==> src/rtl/raster_timer.sv <==
`timescale 1ns/1ps
`default_nettype none
// ============================================================================
// Module   : raster_timer
// Purpose  : Video raster timing generator for the Vector-06C core. Runs on
//            clk24 and advances on ce12 pixel enables. Produces the column and
//            line counters, registered sync/blank/active flags, the scrolled
//            video row address, line/frame start strobes and the frame IRQ.
// Ports    : clk24, reset_n (async, active low), ce12 (pixel enable),
//            roll[7:0] (scroll register), irq_ack (IRQ acknowledge pulse)
//            -> hcount[9:0], vcount[8:0], hsync, vsync, active, blank,
//               vaddr[7:0], line_start, frame_start, irq
// Revision : 1.0 - initial release
// ============================================================================
module raster_timer #(
  parameter int unsigned H_TOTAL     = 768,
  parameter int unsigned H_ACT_START = 128,
  parameter int unsigned H_ACTIVE    = 512,
  parameter int unsigned HSYNC_START = 682,
  parameter int unsigned HSYNC_LEN   = 56,
  parameter int unsigned V_TOTAL     = 312,
  parameter int unsigned V_ACT_START = 40,
  parameter int unsigned V_ACTIVE    = 256,
  parameter int unsigned VSYNC_START = 300,
  parameter int unsigned VSYNC_LEN   = 4,
  parameter int unsigned INT_LINE    = 0
) (
  input  logic       clk24,
  input  logic       reset_n,
  input  logic       ce12,
  input  logic [7:0] roll,
  input  logic       irq_ack,
  output logic [9:0] hcount,
  output logic [8:0] vcount,
  output logic       hsync,
  output logic       vsync,
  output logic       active,
  output logic       blank,
  output logic [7:0] vaddr,
  output logic       line_start,
  output logic       frame_start,
  output logic       irq
);

  // Range bounds, upper bounds exclusive.
  localparam logic [9:0] H_LAST    = 10'(H_TOTAL - 1);
  localparam logic [9:0] H_ACT_LO  = 10'(H_ACT_START);
  localparam logic [9:0] H_ACT_HI  = 10'(H_ACT_START + H_ACTIVE);
  localparam logic [9:0] HS_LO     = 10'(HSYNC_START);
  localparam logic [9:0] HS_HI     = 10'(HSYNC_START + HSYNC_LEN);
  localparam logic [8:0] V_LAST    = 9'(V_TOTAL - 1);
  localparam logic [8:0] V_ACT_LO  = 9'(V_ACT_START);
  localparam logic [8:0] V_ACT_HI  = 9'(V_ACT_START + V_ACTIVE);
  localparam logic [8:0] VS_LO     = 9'(VSYNC_START);
  localparam logic [8:0] VS_HI     = 9'(VSYNC_START + VSYNC_LEN);
  localparam logic [8:0] V_INT     = 9'(INT_LINE);
  localparam logic [7:0] V_ACT_LO8 = 8'(V_ACT_START);

  logic [7:0] roll_q;

  logic       h_wrap;
  logic [9:0] h_next;
  logic [8:0] v_next;
  logic       hs_next;
  logic       vs_next;
  logic       h_act_next;
  logic       v_act_next;
  logic       frame_next;
  logic [7:0] roll_d;
  logic [7:0] vaddr_next;
  logic       irq_set;

  // Flags are decoded from the value the counters are about to take, so that
  // once registered they line up with hcount/vcount in the same cycle.
  always_comb begin
    h_wrap     = (hcount == H_LAST);
    h_next     = h_wrap ? 10'd0 : hcount + 10'd1;
    v_next     = vcount;
    if (h_wrap) begin
      v_next = (vcount == V_LAST) ? 9'd0 : vcount + 9'd1;
    end
    hs_next    = (h_next >= HS_LO)    && (h_next < HS_HI);
    vs_next    = (v_next >= VS_LO)    && (v_next < VS_HI);
    h_act_next = (h_next >= H_ACT_LO) && (h_next < H_ACT_HI);
    v_act_next = (v_next >= V_ACT_LO) && (v_next < V_ACT_HI);
    frame_next = h_wrap && (v_next == 9'd0);
    // A freshly sampled scroll value applies to line 0 of the new frame too.
    roll_d     = frame_next ? roll : roll_q;
    // 8-bit arithmetic gives the mod-256 wrap of the scrolled row for free.
    vaddr_next = v_next[7:0] - V_ACT_LO8 + roll_d;
    irq_set    = ce12 && h_wrap && (v_next == V_INT);
  end

  always_ff @(posedge clk24 or negedge reset_n) begin
    if (!reset_n) begin
      hcount      <= 10'd0;
      vcount      <= 9'd0;
      hsync       <= 1'b0;
      vsync       <= 1'b0;
      active      <= 1'b0;
      blank       <= 1'b0;
      vaddr       <= 8'd0;
      roll_q      <= 8'd0;
      line_start  <= 1'b0;
      frame_start <= 1'b0;
      irq         <= 1'b0;
    end else begin
      // Strobes self-clear on the next clk24 edge, so they stay one clk24
      // wide even when ce12 is held high continuously.
      line_start  <= ce12 && h_wrap;
      frame_start <= ce12 && frame_next;

      if (ce12) begin
        hcount <= h_next;
        vcount <= v_next;
        hsync  <= hs_next;
        vsync  <= vs_next;
        active <= h_act_next && v_act_next;
        blank  <= hs_next || vs_next;
        if (frame_next) begin
          roll_q <= roll;
        end
        // Row address latches at the start of an active line and then holds,
        // including through the inactive lines.
        if (h_wrap && v_act_next) begin
          vaddr <= vaddr_next;
        end
      end

      // Acknowledge is not gated by ce12; a coincident set wins.
      if (irq_set) begin
        irq <= 1'b1;
      end else if (irq_ack) begin
        irq <= 1'b0;
      end
    end
  end

endmodule
`default_nettype wire

==> config.mk <==
export PLATFORM = sky130hd
export DESIGN_NAME = raster_timer
export DESIGN_NICKNAME = d
export VERILOG_FILES = /design/src/rtl/raster_timer.sv
export SDC_FILE = /design/constraint.sdc
export NUM_CORES = 1
export LEC_CHECK = 0
export BUFFER_PORTS_ARGS = -buffer_cell sky130_fd_sc_hd__buf_2
export CAP_MARGIN = 0
export CORE_UTILIZATION = 59
export CTS_BUF_LIST = sky130_fd_sc_hd__clkbuf_8
export CTS_CLUSTER_SIZE = 24
export DETAILED_ROUTE_END_ITERATION = 8
export HOLD_SLACK_MARGIN = 0.12
export PLACE_DENSITY_LB_ADDON = 0.15
export SLEW_MARGIN = 40
export SYNTH_ARGS = -nofsm -noshare
export SYNTH_HDL_FRONTEND = slang
export SYNTH_SLANG_ARGS = --single-unit
==> constraint.sdc <==
create_clock -name clk24 -period 5.1 [get_ports clk24]
set_input_delay 1.02 -clock clk24 [delete_from_list [all_inputs] [get_ports clk24]]
set_output_delay 1.02 -clock clk24 [all_outputs]
set_load 0.02 [all_outputs]
* After elaboration in Yosys (flattened, before gate mapping)
Cells that the tools add are included.
Storage, ports and cells: register bits 42, bits in latches 0, bits in writable memories 0, memory bits (read-only) 0, bits of input ports 12, output and inout bits 34, logic and storage cells 45, memories 0
Cells by class: add/subtract/negate cells 4, $mul 0, divide/modulo/power cells 0, magnitude comparators 8, equality and inequality tests 2, shift-type cells 0, mux-type cells 6, bitwise logic cells 0, reduce and logical (&&, ||, !) cells 14
Operator list (number):
- $lt A10 B10 Y1 const B | 2
- $lt A9 B9 Y1 const B | 2
- $mux W9 | 2
- $add A10 B1 Y10 const B | 1
- $eq A10 B10 Y1 const B | 1
- $ge A10 B10 Y1 const B | 1
- $ge A10 B8 Y1 const B | 1
- $logic_and A1 B1 Y1 | 10
- $mux W10 | 1
- $add A9 B1 Y9 const B | 1
- $eq A9 B9 Y1 const B | 1
- $ge A9 B6 Y1 const B | 1
- $ge A9 B9 Y1 const B | 1
- $logic_not A9 Y1 | 1
- $add A8 B8 Y8 | 1
- $mux W8 | 1
- $sub A8 B6 Y8 const B | 1
- $mux W1 | 2
- $reduce_and A2 Y1 | 1
- $reduce_bool A2 Y1 | 1
- $logic_or A1 B1 Y1 | 1

* Depth between registers and ports, before layout
word-level depth 7, depth in mapped cells 20, depth with buffers taken out 18

* Worst setup path after synthesis
Ideal clock, no wire load.
path kind reg-to-reg, start point reg hcount[0], end point reg vaddr[7], library setup time 0.103 ns, arrival time 4.220 ns, data required time 4.997 ns, setup slack 0.777 ns, cell stages (with the launch flop) 21, path buffers 2, clock period less this slack 4.323 ns, cell sequence dfrtp_1 -> ha_1 -> and4_1 -> buf_4 -> nand3_2 -> or3_1 -> nand2_1 -> or3_1 -> buf_2 -> mux2_2 -> ha_1 -> ha_1 -> inv_1 -> fa_1 -> nor2b_1 -> o31a_1 -> o21ai_0 -> nand2b_1 -> xnor2_1 -> a21oi_1 -> o41ai_2
On the way: longest elaborated chain between the ends 6, elaborated cells between the ends (all ways) 12, those cells by class add/sub: 2; order compare: 2; eq/ne: 1; mux: 2; reduce/logical: 5
RTL lines:
- from (decl) | RTL line 33 | output logic [9:0] hcount,
- from (signal assigned) | RTL line 114 | hcount <= h_next;
- $eq A10 B10 Y1 | RTL line 76 | h_wrap = (hcount == H_LAST);
- $mux W9 | RTL line 79 | if (h_wrap) begin
- net v_next[5] | RTL line 63 | logic [8:0] v_next;
- $logic_not A9 Y1 | RTL line 86 | frame_next = h_wrap && (v_next == 9'd0);
- $logic_and A1 B1 Y1 | RTL line 86
- $mux W8
- net roll_d[1] | RTL line 69 | logic [7:0] roll_d;
- $add A8 B8 Y8 | RTL line 90 | vaddr_next = v_next[7:0] - V_ACT_LO8 + roll_d;
- to (signal assigned) | RTL line 126 | vaddr <= vaddr_next;
- to (decl) | RTL line 39 | output logic [7:0] vaddr,
The timed path passes the listed nets, and every way through them passes these cells. A chain may end at the register's enable or synchronous reset.

* Worst setup path in the final report
Same ends and word-level chain as after synthesis.

==> impl_metrics.csv <==
group,metric,value,unit
run_status,status,"complete, no violations",
floorplanning,num_rows,25,
worst_hold_path,min_path_cells,1,
logic_synthesis,avgSynthCellArea,9.72,um2
setup_path,max_stage_delay,0.43,ns
cts,cts_tree,"built",
grt,overflow,0,
grt,grt_usage,26.8,%
logic_synthesis,synthFlopType,"dfrtp_1",
job,cap_violations,0,
logic_synthesis,ys_warn_count,0,
layout,area_growth,12.3,%
setup_path,critPathArrivalTime,4.80,ns
setup_path,path_delay_family,"simple AND/OR/NAND/NOR gates",
floorplanning,die_h,72.5,um
logic_synthesis,syn-cell-area,2940,um2
cts,htreeDepth,2,
sta,finalHoldViolCount,0,
power,ir_drop,0.000159,V
routing,wire_per_inst,16.2,um
place,dp.final_hpwl,4880,um
logic_synthesis,async_reset_ff_share,100,%
sta,rsz0062_at_grt,"no",
layout,diodes,0,
cts,postCtsSetupRepairBufs,0,
setup_path,critical-path-slowest-cell,"dfrtp_1",
routing,viasPerCell,5.99,
setup_path,crit_path_end_kind,"register",
setup_path,cp_num_cells,18,
routing,num_vias,2425,
layout,fin_nets,365,
grt,grt_pass1_vias,2279,
cts,clk_path_buf_depth,2,
cts,worstSkewPairLatency,0.30,ns
logic_synthesis,synth-seq-cells,42,
logic_synthesis,ys_seq_area_share,35.8,%
cts,clock-sinks,42,
setup_path,critPathLaunchType,"register",
floorplanning,boundaryPins,46,
power,power,911,uW
power,power.leakage,1.55,nW
routing,antenna_left,0,
setup_path,path_buf_inv,1,
logic_synthesis,netlist-cell-type-count,67,
worst_hold_path,hold_class,"reg -> reg",
grt,grt_max_degree,43,
place,io_buffers,45,
cts,cts_buffers,5,
logic_synthesis,synth_nets,330,
grt,grt_first_pass_wirelength,10900,um
place,gp_congestion,0.926,
power,pwr_density_cell,276,nW/um2
sta,fin_skew,0.0106,ns
sta,worst_pin_slew,0.624,ns
routing,first_pass_iters,4,
floorplanning,core-area,4750,um2
setup_path,required,5.29,ns
routing,post-route-drc-count,0,
logic_synthesis,postSynthCellCount,302,
setup_path,path_common_cell,"ha_1",
setup_path,rr_worst_depth,18,
sta,tns,0,ns
routing,drt_iter0_drc,237,
setup_path,crit_type,"reg -> reg",
setup_path,path_cells,"ha_1 -> and4_1 -> nand3_2 -> or3_1 -> nand2_1 -> or3_4 -> mux2_2 -> ha_1 -> ha_1 -> inv_1 -> fa_1 -> nor2b_1 -> o31a_1 -> o21ai_0 -> nand2b_1 -> xnor2_1 -> a21oi_1 -> o41ai_2",
logic_synthesis,synth-edff-count,0,
cts,clk_pin_slew_worst_paths,0.09,ns
setup_path,crit_path_max_fanout,8,
floorplanning,die_area,5260,um2
grt,antenna_found_initial,0,
floorplanning,chipWidth,72.5,um
cts,cts_root_buf,"clkbuf_8",
layout,drive_above_1_share,26.9,%
sta,min_period_over_period,90.2,%
sta,slew-limit-headroom,58.1,%
sta,setup_viol,0,
sta,slew_viol_final,0,
sta,max_freq,0.217,GHz
routing,routed_wl,6570,um
sta,fin_crit,4.60,ns
floorplanning,start_util,61.7,%
cells in the final DEF (no fill, tap or decap), drive strengths merged, types with 3 or more instances in the layout:
cell     n
buf     45
dfrtp   42
nand2   35
o21ai   21
mux2    20
xnor2   16
nand3   16
ha      15
nor2    13
inv     12
a21oi    8
nand4    7
and3     6
mux2i    6
clkbuf   5
nand2b   4
nor3     4
o31ai    4
xor2     4
nor4     4
o21a     3
a21o     3
state kept, by name, summed over array words and instances (netlist names), 8 cells and up:
register	flops
roll_q	8
vcount	9
hcount	10
vaddr	8
kinds of logic after synthesis:
kind of cell,Yosys count,share of synthesized area [%]
DFF,42,35.8
buffers and inverters,30,4.86
AOI/OAI and AO/OA,59,13.8
and+or+nand+nor,109,21.9
adders and majority gates,16,7.08
xor gates and xnor gates,20,5.97
muxes,26,10.6
synthesized netlist by cell type, types with 6 or more instances:
master   count  area [um2]
o21ai_0     19        95.1
nand2_1     34         128
dfrtp_1     42        1050
mux2_2      14         158
ha_1        15         188
buf_2        9        45.0
a21oi_1      8        40.0
mux2_4       6        90.1
nor2_1      13        48.8
nand4_1      6        37.5
xnor2_1     16         140
nand3_1     14        70.1
inv_1       12        45.0
layout make-up:
class,instances,area [um2]
multi-input combinational,230,1750
clock inverter,3,68.8
clock buffer,5,68.8
fill,405,1460
sequential,42,1050
timing repair buffer,45,228
tap,67,83.8
inverter,13,48.8
path summary, 6_finish.rpt:
| path | slack (ns) | end | startpoint |
|---|---|---|---|
| max in group asynchronous | 4.05 | roll_q[2]$_DFFE_PN0P_ | reset_n |
| setup reg to reg | 0.50 | vaddr[7]$_DFFE_PN0P_ | hcount[0]$_DFFE_PN0P_ |
| hold reg to reg | 0.51 | roll_q[1]$_DFFE_PN0P_ | roll_q[1]$_DFFE_PN0P_ |
| min in group asynchronous | 0.70 | vcount[7]$_DFFE_PN0P_ | reset_n |
| hold / removal | 0.51 | roll_q[1]$_DFFE_PN0P_ | roll_q[1]$_DFFE_PN0P_ |
| setup / recovery | 0.50 | vaddr[7]$_DFFE_PN0P_ | hcount[0]$_DFFE_PN0P_ |
stage by stage:
stage	hold WS (ns)	instances	util, %	area [um2]	worst slack, ns
floorplan	0.475	302	-	2940	0.777
CTS	0.514	405	69.2	3290	0.353
finish	0.512	405	69.3	3300	0.499
global route	0.529	405	69.3	3300	0.134
global placement	0.484	397	66.3	3150	0.580
detailed placement	0.493	397	66.3	3150	0.362
metal layers:
metal,global-route usage (%),wire length (um),vias to the layer above
li1,-,-,1161
met1,37.0,2990,1174
met2,43.5,3140,79
met3,4.03,327,11
met4,8.71,114,0
met5,0,0,-
power breakdown:
group          switching (mW)  total, mW  internal, mW
combinational           0.103      0.183        0.0799
sequential             0.0534      0.409         0.356
clock                   0.122      0.318         0.196
timing repair:
item | in CTS | in global routing
hold buffers | 0 | 0
endpoints found under the setup margin | 0 | 1
resized for setup | 0 | 1
Note: power is estimated with default switching activity, not from simulation.
